$ cat config.mk
export PLATFORM = sky130hd
export DESIGN_NAME = adder_share_arb
export DESIGN_NICKNAME = d
export VERILOG_FILES = /design/src/rtl/adder_share_arb_pkg.sv /design/src/rtl/adder_share_arb_csa.sv /design/src/rtl/adder_share_arb.sv
export SDC_FILE = /design/constraint.sdc
export NUM_CORES = 1
export LEC_CHECK = 0
export CORE_MARGIN = 2
export CORE_UTILIZATION = 40
export DETAILED_ROUTE_END_ITERATION = 16
export GPL_TIMING_DRIVEN = 0
export HOLD_SLACK_MARGIN = 0.12
export PLACE_DENSITY = 0.83
export SLEW_MARGIN = 40
export SYNTH_ARGS = -nofsm -noshare
export SYNTH_HDL_FRONTEND = slang
export SYNTH_SLANG_ARGS = --single-unit
$ cat constraint.sdc
create_clock -name clk -period 9.3 [get_ports clk]
set_input_delay 2.325 -clock clk [delete_from_list [all_inputs] [get_ports clk]]
set_output_delay 2.325 -clock clk [all_outputs]
set_load 0.02 [all_outputs]
$ cat src/rtl/adder_share_arb_pkg.sv
// Shared types, constants and the round-robin pick function for adder_share_arb.
package adder_share_pkg;

  localparam int DATA_W  = 32;
  localparam int CNT_W   = 16;
  localparam int MAX_REQ = 16;

  typedef enum logic {
    EMPTY = 1'b0,
    FULL  = 1'b1
  } arb_state_t;

  // One-hot grant of the first valid requester at or after ptr, wrapping at n.
  // Bits at or above n are never set, so callers may OR-reduce the full vector.
  function automatic logic [MAX_REQ-1:0] rr_pick(
    input logic [MAX_REQ-1:0] valid,
    input logic [3:0]         ptr,
    input int                 n
  );
    logic [MAX_REQ-1:0] grant;
    logic [4:0]         idx;
    logic               found;
    grant = '0;
    found = 1'b0;
    for (int k = 0; k < MAX_REQ; k++) begin
      // ptr < n and k < n, so a single subtraction wraps the index
      idx = {1'b0, ptr} + 5'(k);
      if (idx >= 5'(n)) begin
        idx = idx - 5'(n);
      end
      if (!found && (k < n) && valid[idx[3:0]]) begin
        grant[idx[3:0]] = 1'b1;
        found           = 1'b1;
      end
    end
    return grant;
  endfunction

endpackage

$ cat src/rtl/adder_share_arb_csa.sv
// Carry-select adder: 4-bit blocks each precompute sums for carry-in 0 and 1,
// and the incoming block carry selects between them.
module carrySelectAdder #(
  parameter int WIDTH = 32,
  parameter int BLK_W = 4
) (
  input  logic [WIDTH-1:0] i_a,
  input  logic [WIDTH-1:0] i_b,
  input  logic             i_cin,
  output logic [WIDTH-1:0] o_sum,
  output logic             o_cout
);

  localparam int NUM_BLK = WIDTH / BLK_W;

  logic [WIDTH-1:0]   w_s0;
  logic [WIDTH-1:0]   w_s1;
  logic [NUM_BLK-1:0] w_c0;
  logic [NUM_BLK-1:0] w_c1;
  logic               w_carry;

  genvar gi;
  generate
    for (gi = 0; gi < NUM_BLK; gi++) begin : gen_blk
      assign {w_c0[gi], w_s0[gi*BLK_W +: BLK_W]} =
        {1'b0, i_a[gi*BLK_W +: BLK_W]} + {1'b0, i_b[gi*BLK_W +: BLK_W]};
      assign {w_c1[gi], w_s1[gi*BLK_W +: BLK_W]} =
        {1'b0, i_a[gi*BLK_W +: BLK_W]} + {1'b0, i_b[gi*BLK_W +: BLK_W]} + (BLK_W+1)'(1);
    end
  endgenerate

  // Ripple the block carry through the select muxes
  always_comb begin
    o_sum   = '0;
    w_carry = i_cin;
    for (int b = 0; b < NUM_BLK; b++) begin
      o_sum[b*BLK_W +: BLK_W] = w_carry ? w_s1[b*BLK_W +: BLK_W] : w_s0[b*BLK_W +: BLK_W];
      w_carry                 = w_carry ? w_c1[b] : w_c0[b];
    end
    o_cout = w_carry;
  end

endmodule

$ cat src/rtl/adder_share_arb.sv
// Round-robin arbiter feeding one shared carry-select adder into a
// single-entry result register with valid/ready on both sides.
module adder_share_arb
  import adder_share_pkg::*;
#(
  parameter int NUM_REQ = 4,
  parameter int WIDTH   = 32,
  parameter int ID_W    = $clog2(NUM_REQ)
) (
  input  logic                     clk,
  input  logic                     rst,
  input  logic [NUM_REQ-1:0]       req_valid,
  output logic [NUM_REQ-1:0]       req_ready,
  input  logic [NUM_REQ*WIDTH-1:0] req_a,
  input  logic [NUM_REQ*WIDTH-1:0] req_b,
  input  logic [NUM_REQ-1:0]       req_cin,
  output logic                     resp_valid,
  input  logic                     resp_ready,
  output logic [ID_W-1:0]          resp_id,
  output logic [WIDTH-1:0]         resp_sum,
  output logic                     resp_cout,
  output logic                     resp_ovf,
  output logic [CNT_W-1:0]         op_count
);

  arb_state_t         r_state;
  arb_state_t         w_state_next;
  logic [ID_W-1:0]    r_rr_ptr;
  logic [ID_W-1:0]    r_id;
  logic [WIDTH-1:0]   r_sum;
  logic               r_cout;
  logic               r_ovf;
  logic [CNT_W-1:0]   r_op_count;

  logic               w_slot_free;
  logic [MAX_REQ-1:0] w_pick;
  logic [NUM_REQ-1:0] w_grant;
  logic               w_accept;
  logic [ID_W-1:0]    w_idx;
  logic [ID_W-1:0]    w_ptr_next;
  logic [WIDTH-1:0]   w_a;
  logic [WIDTH-1:0]   w_b;
  logic               w_cin;
  logic [WIDTH-1:0]   w_sum;
  logic               w_cout;
  logic               w_ovf;

  // The slot can take a new result when empty or when it drains this cycle
  assign w_slot_free = (r_state == EMPTY) || resp_ready;
  assign w_pick      = rr_pick(MAX_REQ'(req_valid), 4'(r_rr_ptr), NUM_REQ);
  assign w_accept    = w_slot_free && !rst && (|w_pick);
  assign w_grant     = w_accept ? w_pick[NUM_REQ-1:0] : '0;
  assign req_ready   = w_grant;

  // Encode the granted index and mux its operands onto the shared adder
  always_comb begin
    w_idx = '0;
    w_a   = '0;
    w_b   = '0;
    w_cin = 1'b0;
    for (int i = 0; i < NUM_REQ; i++) begin
      if (w_grant[i]) begin
        w_idx = ID_W'(i);
        w_a   = req_a[i*WIDTH +: WIDTH];
        w_b   = req_b[i*WIDTH +: WIDTH];
        w_cin = req_cin[i];
      end
    end
  end

  assign w_ptr_next = (w_idx == ID_W'(NUM_REQ-1)) ? '0 : w_idx + ID_W'(1);

  carrySelectAdder #(
    .WIDTH (DATA_W),
    .BLK_W (4)
  ) u_csa (
    .i_a    (w_a),
    .i_b    (w_b),
    .i_cin  (w_cin),
    .o_sum  (w_sum),
    .o_cout (w_cout)
  );

  assign w_ovf = (w_a[WIDTH-1] == w_b[WIDTH-1]) && (w_sum[WIDTH-1] != w_a[WIDTH-1]);

  // Next state: fill on accept, otherwise drain when downstream takes the result
  always_comb begin
    w_state_next = r_state;
    case (r_state)
      EMPTY: if (w_accept) w_state_next = FULL;
      FULL: begin
        if (w_accept) begin
          w_state_next = FULL;
        end else if (resp_ready) begin
          w_state_next = EMPTY;
        end
      end
      default: w_state_next = EMPTY;
    endcase
  end

  // State register
  always_ff @(posedge clk) begin
    if (rst) begin
      r_state <= EMPTY;
    end else begin
      r_state <= w_state_next;
    end
  end

  // Result payload, priority pointer and accept counter update only on accept
  always_ff @(posedge clk) begin
    if (rst) begin
      r_id       <= '0;
      r_sum      <= '0;
      r_cout     <= 1'b0;
      r_ovf      <= 1'b0;
      r_rr_ptr   <= '0;
      r_op_count <= '0;
    end else if (w_accept) begin
      r_id       <= w_idx;
      r_sum      <= w_sum;
      r_cout     <= w_cout;
      r_ovf      <= w_ovf;
      r_rr_ptr   <= w_ptr_next;
      r_op_count <= r_op_count + CNT_W'(1);
    end
  end

  assign resp_valid = (r_state == FULL);
  assign resp_id    = r_id;
  assign resp_sum   = r_sum;
  assign resp_cout  = r_cout;
  assign resp_ovf   = r_ovf;
  assign op_count   = r_op_count;

endmodule
==> metrics, run 1 <==
P_int=1700 uW; die area=15600 um2; outcome=finished, final reports clean; post-detailed-route wirelength per cell=19.5 um; Setup crit start kind=input pin; die width=125 um; Worst VDD drop=0.160 mV; Syn Nets=1129; starting density of the core=40.6%; first-pass GRT wire length=39600 um; I/O Pins=324; Crit Path Max Fanout=10; Reg2Reg Depth=28; worst skew pair latency=300 ps; FF+latch count, synth=55; Final Critical Period=8990 ps; Post-synth top cells=nor2_1 (136), nand2_1 (91), a21oi_1 (83), dfxtp_1 (55); vias per cell=5.64; design area=9630 um2; Cell Area, Synth=5850 um2; clock buffer count from CTS=5; Layout Cells excl Fill=1324; H-tree levels=2; sequential group share of total power=9.1%; Die Y-Extent=125 um; count leader, synth=nor2_1; post-synth cell types=49; Critical Path AT=9210 ps; routability cong.=0.963; filler instances=1266; reg2reg start=r_rr_ptr[0]; Yosys top cell by area=dfxtp_1; initial antenna violation count=1; Pwr Total=3750 uW; largest net degree at the start of global routing=19; Routed WL=25800 um; share of cells above drive strength 1=4.74%; mean post-synth cell area=7.26 um2; gr usage total=31.7%; Final Max Slew Viols=0; crit-path max cell delay=600 ps; combinational power share=85.7%; CTS root buf=clkbuf_16; Final HPWL DP=21200 um; row count=44; worst hold path class=reg -> reg; Synth top area share=18.8%; FF/Latch Area=1100 um2; Overflow after GRT=0; Multi-input gate area=4630 um2; crit path capture=resp_ovf; Fmax=111 MHz; Layout Nets=1461; Crit Path Class=in -> reg; fin crit share=96.7%; # hold bufs at CTS=0; post-layout util=66.8%; Placed Cells=1313; Leak=0.00387 uW; Crit-path slowest cell=mux4_2; r2r endpoint=resp_ovf; Switch Pwr=2050 uW; vias=7463; PwrDens=390 nW/um2; DP Area=9320 um2; worst setup path start=req_valid[3]; vias in the first global route=7367; clock tree buffer depth=2; Seq/Total Area, Yosys=18.8%; WP data required=9520 ps; PortBufs=323; CP most frequent cell=mux2i_2; Clk pin slew, worst setup/hold paths=80 ps; Area growth syn-to-layout=64.6%; final setup fails=0; Yosys Warn Count=0; Top FF cell, synth=dfxtp_1; DRT antenna net count=0; Net Sw Frac=54.6%; number of synthesized flops with an enable pin=0; Worst Tran Pin Value=877 ps; clock sink count=55; top post-synthesis cells by area=dfxtp_1 (19%), ha_1 (10%), nor2_1 (8.7%), a21oi_1 (7.1%), nand2_1 (5.8%); reg2reg setup slack=1960 ps; Mapped Cells=806; Max Cap Viol=0; DRC viols=0; endpoint class of the critical path=flip-flop; TritonCTS clock tree=yes; Final Skew=6.14 ps; DRT Pass-1 Iters=7; clock share of power=5.2%; ys async rst share=0%; Iteration-0 DRC Markers=599; Core ar.=14400 um2; Max-slew headroom=40.8%; Final Hold Viols=0
## metal layers
| layer | track usage [%] | wire length (um) | up-vias |
|---|---|---|---|
| met3 | 4.58 | 2090 | 56 |
| met2 | 54.0 | 12000 | 365 |
| met1 | 41.4 | 10900 | 3478 |
| met5 | 0 | 0 | - |
| li1 | - | - | 3564 |
| met4 | 10.7 | 816 | 0 |
## worst max-delay path, delay by kind of cell
family	cells	cell delay [ps]
AOI/OAI and AO/OA	6	1390
buffers and inverters	4	1070
and+or+nand+nor	6	1060
muxes	6	2220
xor gates and xnor gates	2	400
adders and majority gates	2	760
## power by group through the flow
stage	registers (uW)	logic [uW]	clock network [uW]
finish	341	3220	195
global route	348	3540	203
CTS	341	3150	195
detailed placement	346	3110	0
global placement	343	3040	0
floorplan	397	2090	0
## layout by cell type (no fill, tap or decap), types with 6 or more instances in the layout
| cell | n |
|---|---|
| nor2_1 | 136 |
| dfxtp_1 | 55 |
| fa_1 | 8 |
| clkbuf_2 | 6 |
| mux2i_1 | 9 |
| clkbuf_1 | 36 |
| nand4_1 | 8 |
| xor2_1 | 32 |
| o21ai_0 | 45 |
| clkdlybuf4s50_1 | 323 |
| o41ai_2 | 6 |
| a222oi_1 | 7 |
| a211oi_1 | 7 |
| a221oi_1 | 11 |
| o22ai_1 | 6 |
| nand3b_1 | 32 |
| xnor2_1 | 33 |
| ha_1 | 48 |
| nand2_1 | 90 |
| nand3_1 | 14 |
| inv_1 | 11 |
| a21o_1 | 19 |
| o41ai_1 | 29 |
| a21oi_1 | 83 |
| and2_1 | 6 |
## final cells by class
class                      instances  area share (%)
buffer                            50            2.23
sequential                        55            11.4
tap                              184            2.39
inverter                          12           0.468
clock buffer                       5            1.30
antenna                            1          0.0260
timing repair buffer             327            33.9
clock inverter                     3           0.234
multi-input combinational        687            48.0
## logic make-up after synthesis
family	Yosys count	synth area share, %
and+or+nand+nor	319	25.1
xor gates and xnor gates	66	10.0
adders and majority gates	56	13.0
DFF	55	18.8
muxes	17	3.64
AOI/OAI and AO/OA	229	25.2
buffers and inverters	64	4.23
## worst min-delay path by stage
stage | to | slack (ps) | from | cells past startpoint
5_1_grt | resp_id[1] | 480 | resp_id[1] | 1
3_3_place_gp | resp_id[1] | 440 | resp_id[1] | 1
6_report | resp_id[1] | 470 | resp_id[1] | 1
2_1_floorplan | resp_sum[18] | 530 | resp_sum[18] | 2
3_5_place_dp | resp_id[1] | 450 | resp_id[1] | 1
4_1_cts | resp_id[1] | 470 | resp_id[1] | 1
## per-stage QoR
step / setup TNS [ps] / setup WS, ps / hold slack, ps
after global placement: -6950 / -851 / 436
after detailed placement: -8240 / -955 / 450
final: 0 / 307 / 466
after floorplan: 0 / 927 / 530
after global routing: -60.5 / -35.7 / 481
after CTS: 0 / 25.7 / 468
## sequential cells by signal (all words and copies together) (netlist names)
register,cells
op_count,16
resp_valid,1
resp_ovf,1
resp_sum,32
resp_id,2
resp_cout,1
r_rr_ptr,2
## what timing repair did
| item | CTS | global route |
|---|---|---|
| pin swaps | 0 | 3 |
| endpoints found under the setup margin | 11 | 10 |
| cloned | 0 | 0 |
| buffers inserted | 0 | 4 |
| gates resized for setup | 17 | 23 |
Note: power is estimated with default switching activity, not from simulation.
==> run 2: changes to the inputs <==
Settings changed: ABC_AREA set to 0.
==> results of run 2 <==
The final DEF is identical to that of run 1; final timing and power are the same.
==> run 3: changes to the inputs <==
Settings changed: CORE_AREA set to 2 2 124 126, CORE_MARGIN 2 to not set, CORE_UTILIZATION 40 to not set, DIE_AREA set to 0 0 126 128, PLACE_DENSITY 0.83 to 0.82, RECOVER_POWER set to 100.
==> run 3 against run 2 <==
  * Sequential power about the same
  * Via count up 0.16%
  * Global-route usage down 1.0 points
  * Routed wire length up 2.3%
  * Fmax up 0.38%
  * Critical path depth unchanged
  * Sequential share of layout area down 0.12 points
  * Critical endpoint unchanged
  * Highest routed layer is now met5
==> metrics, run 3 (synthesis gave the netlist of run 1 again) <==
outcome=finished, final reports clean; clock share of power=5.9%; max FFs per register=32; routability cong.=0.976; row count=45; worst hold path class=reg -> reg; Area growth syn-to-layout=66.4%; Net Sw Frac=54.5%; Worst Tran Pin Value=795 ps; post-detailed-route wirelength per cell=19.8 um; Final HPWL DP=21600 um; PwrDens=391 nW/um2; post-layout util=65.5%; DR WL met2=12600 um; P_int=1730 uW; Final Critical Period=8960 ps; DRC viols=0; endpoint class of the critical path=flip-flop; clock tree buffer depth=2; H-tree levels=2; Die Y-Extent=128 um; most common cell after layout, fill and taps aside=clkdlybuf4s50_1; first-pass GRT wire length=38800 um; worst skew pair latency=300 ps; commonest non-fill, non-tap cells in the layout=clkdlybuf4s50_1 (268), nor2_1 (136), nand2_1 (91); PortBufs=323; largest net degree at the start of global routing=19; vias per cell=5.61; final setup fails=0; met1 wire length=10600 um; Iteration-0 DRC Markers=654; Min Hold Slack=452 ps; CTS root buf=clkbuf_16; uppermost routed layer=met5; WP data required=9520 ps; Setup Slack @ Placement=-992 ps; Final Hold Viols=0; I/O Pins=324; Clk pin slew, worst setup/hold paths=80 ps; Crit Path Class=in -> reg; fin crit share=96.3%; Leak=0.00407 uW; Critical Path AT=9180 ps; WP buf/inv=2; Max-slew headroom=46.8%; setup TNS=0 ps; DRT antenna net count=0; combinational power share=85.3%; Core ar.=14900 um2; share of cells above drive strength 1=5.34%; sequential group share of total power=8.9%; gr usage total=30.7%; starting density of the core=39.4%; Routed WL=26400 um; clock buffer count from CTS=5; # hold bufs at CTS=0; DRT Pass-1 Iters=5; Overflow after GRT=0; Setup crit start kind=input pin; Switch Pwr=2070 uW; initial antenna violation count=2; Final Max Slew Viols=0; CP most frequent cell=mux2i_2; Top Family by Delay on Critical Path=multiplexers; die area=16100 um2; TritonCTS clock tree=yes; vias=7475; Worst VDD drop=0.178 mV; Final Skew=7.49 ps; met3 WL=2310 um; Fmax=112 MHz; Crit-path slowest cell=mux4_2; vias in the first global route=7175; clock sink count=55; crit-path max cell delay=610 ps; Crit Path Max Fanout=11; Max Cap Viol=0; Layout Nets=1465; die width=126 um; final setup margin=341 ps
==> run 3: path summary, 6_finish.rpt <==
kind,slack [ps],cells past startpoint,from,to
worst max-delay path,340,26,req_valid[2],resp_ovf
worst min-delay path,450,1,resp_id[1],resp_id[1]
worst max register to register,2000,27,r_rr_ptr[0],resp_ovf
worst min register to register,450,1,resp_id[1],resp_id[1]
==> run 3: power by group through the flow <==
| stage | logic (uW) | registers (uW) | clock network [uW] |
|---|---|---|---|
| after global placement | 3040 | 343 | 0 |
| after global routing | 3570 | 344 | 227 |
| after detailed placement | 3110 | 346 | 0 |
| final | 3240 | 338 | 223 |
| after floorplan | 2090 | 397 | 0 |
| after CTS | 3160 | 341 | 221 |
==> run 3: area by class of cell <==
class,instances,area (um2)
Clock inverter,3,47.5
Antenna cell,1,2.50
Sequential cell,55,1100
Buffer,50,224
Tap cell,188,235
Clock buffer,5,125
Inverter,12,47.5
Fill cell,1329,5130
Multi-Input combinational cell,687,4660
Timing Repair Buffer,331,3290
==> run 3: layer usage <==
metal	up-vias	GRT usage, %
met5	-	0
met4	2	10.1
met3	52	6.18
met2	358	52.5
met1	3491	38.7
li1	3572	-
==> run 3: what timing repair did <==
action                                  in CTS  in global routing
pin swaps                                    0                  5
setup buffers                                0                  8
gates resized for setup                     18                 36
endpoints found under the setup margin      11                 10
==> run 3: metrics by stage <==
stage / cells / total power (uW) / area (um2)
2_1_floorplan: 806 / 2490 / 5850
3_3_place_gp: 1317 / 3390 / 9320
3_5_place_dp: 1317 / 3460 / 9330
4_1_cts: 1324 / 3720 / 9570
5_1_grt: 1331 / 4140 / 9740
6_report: 1332 / 3800 / 9740
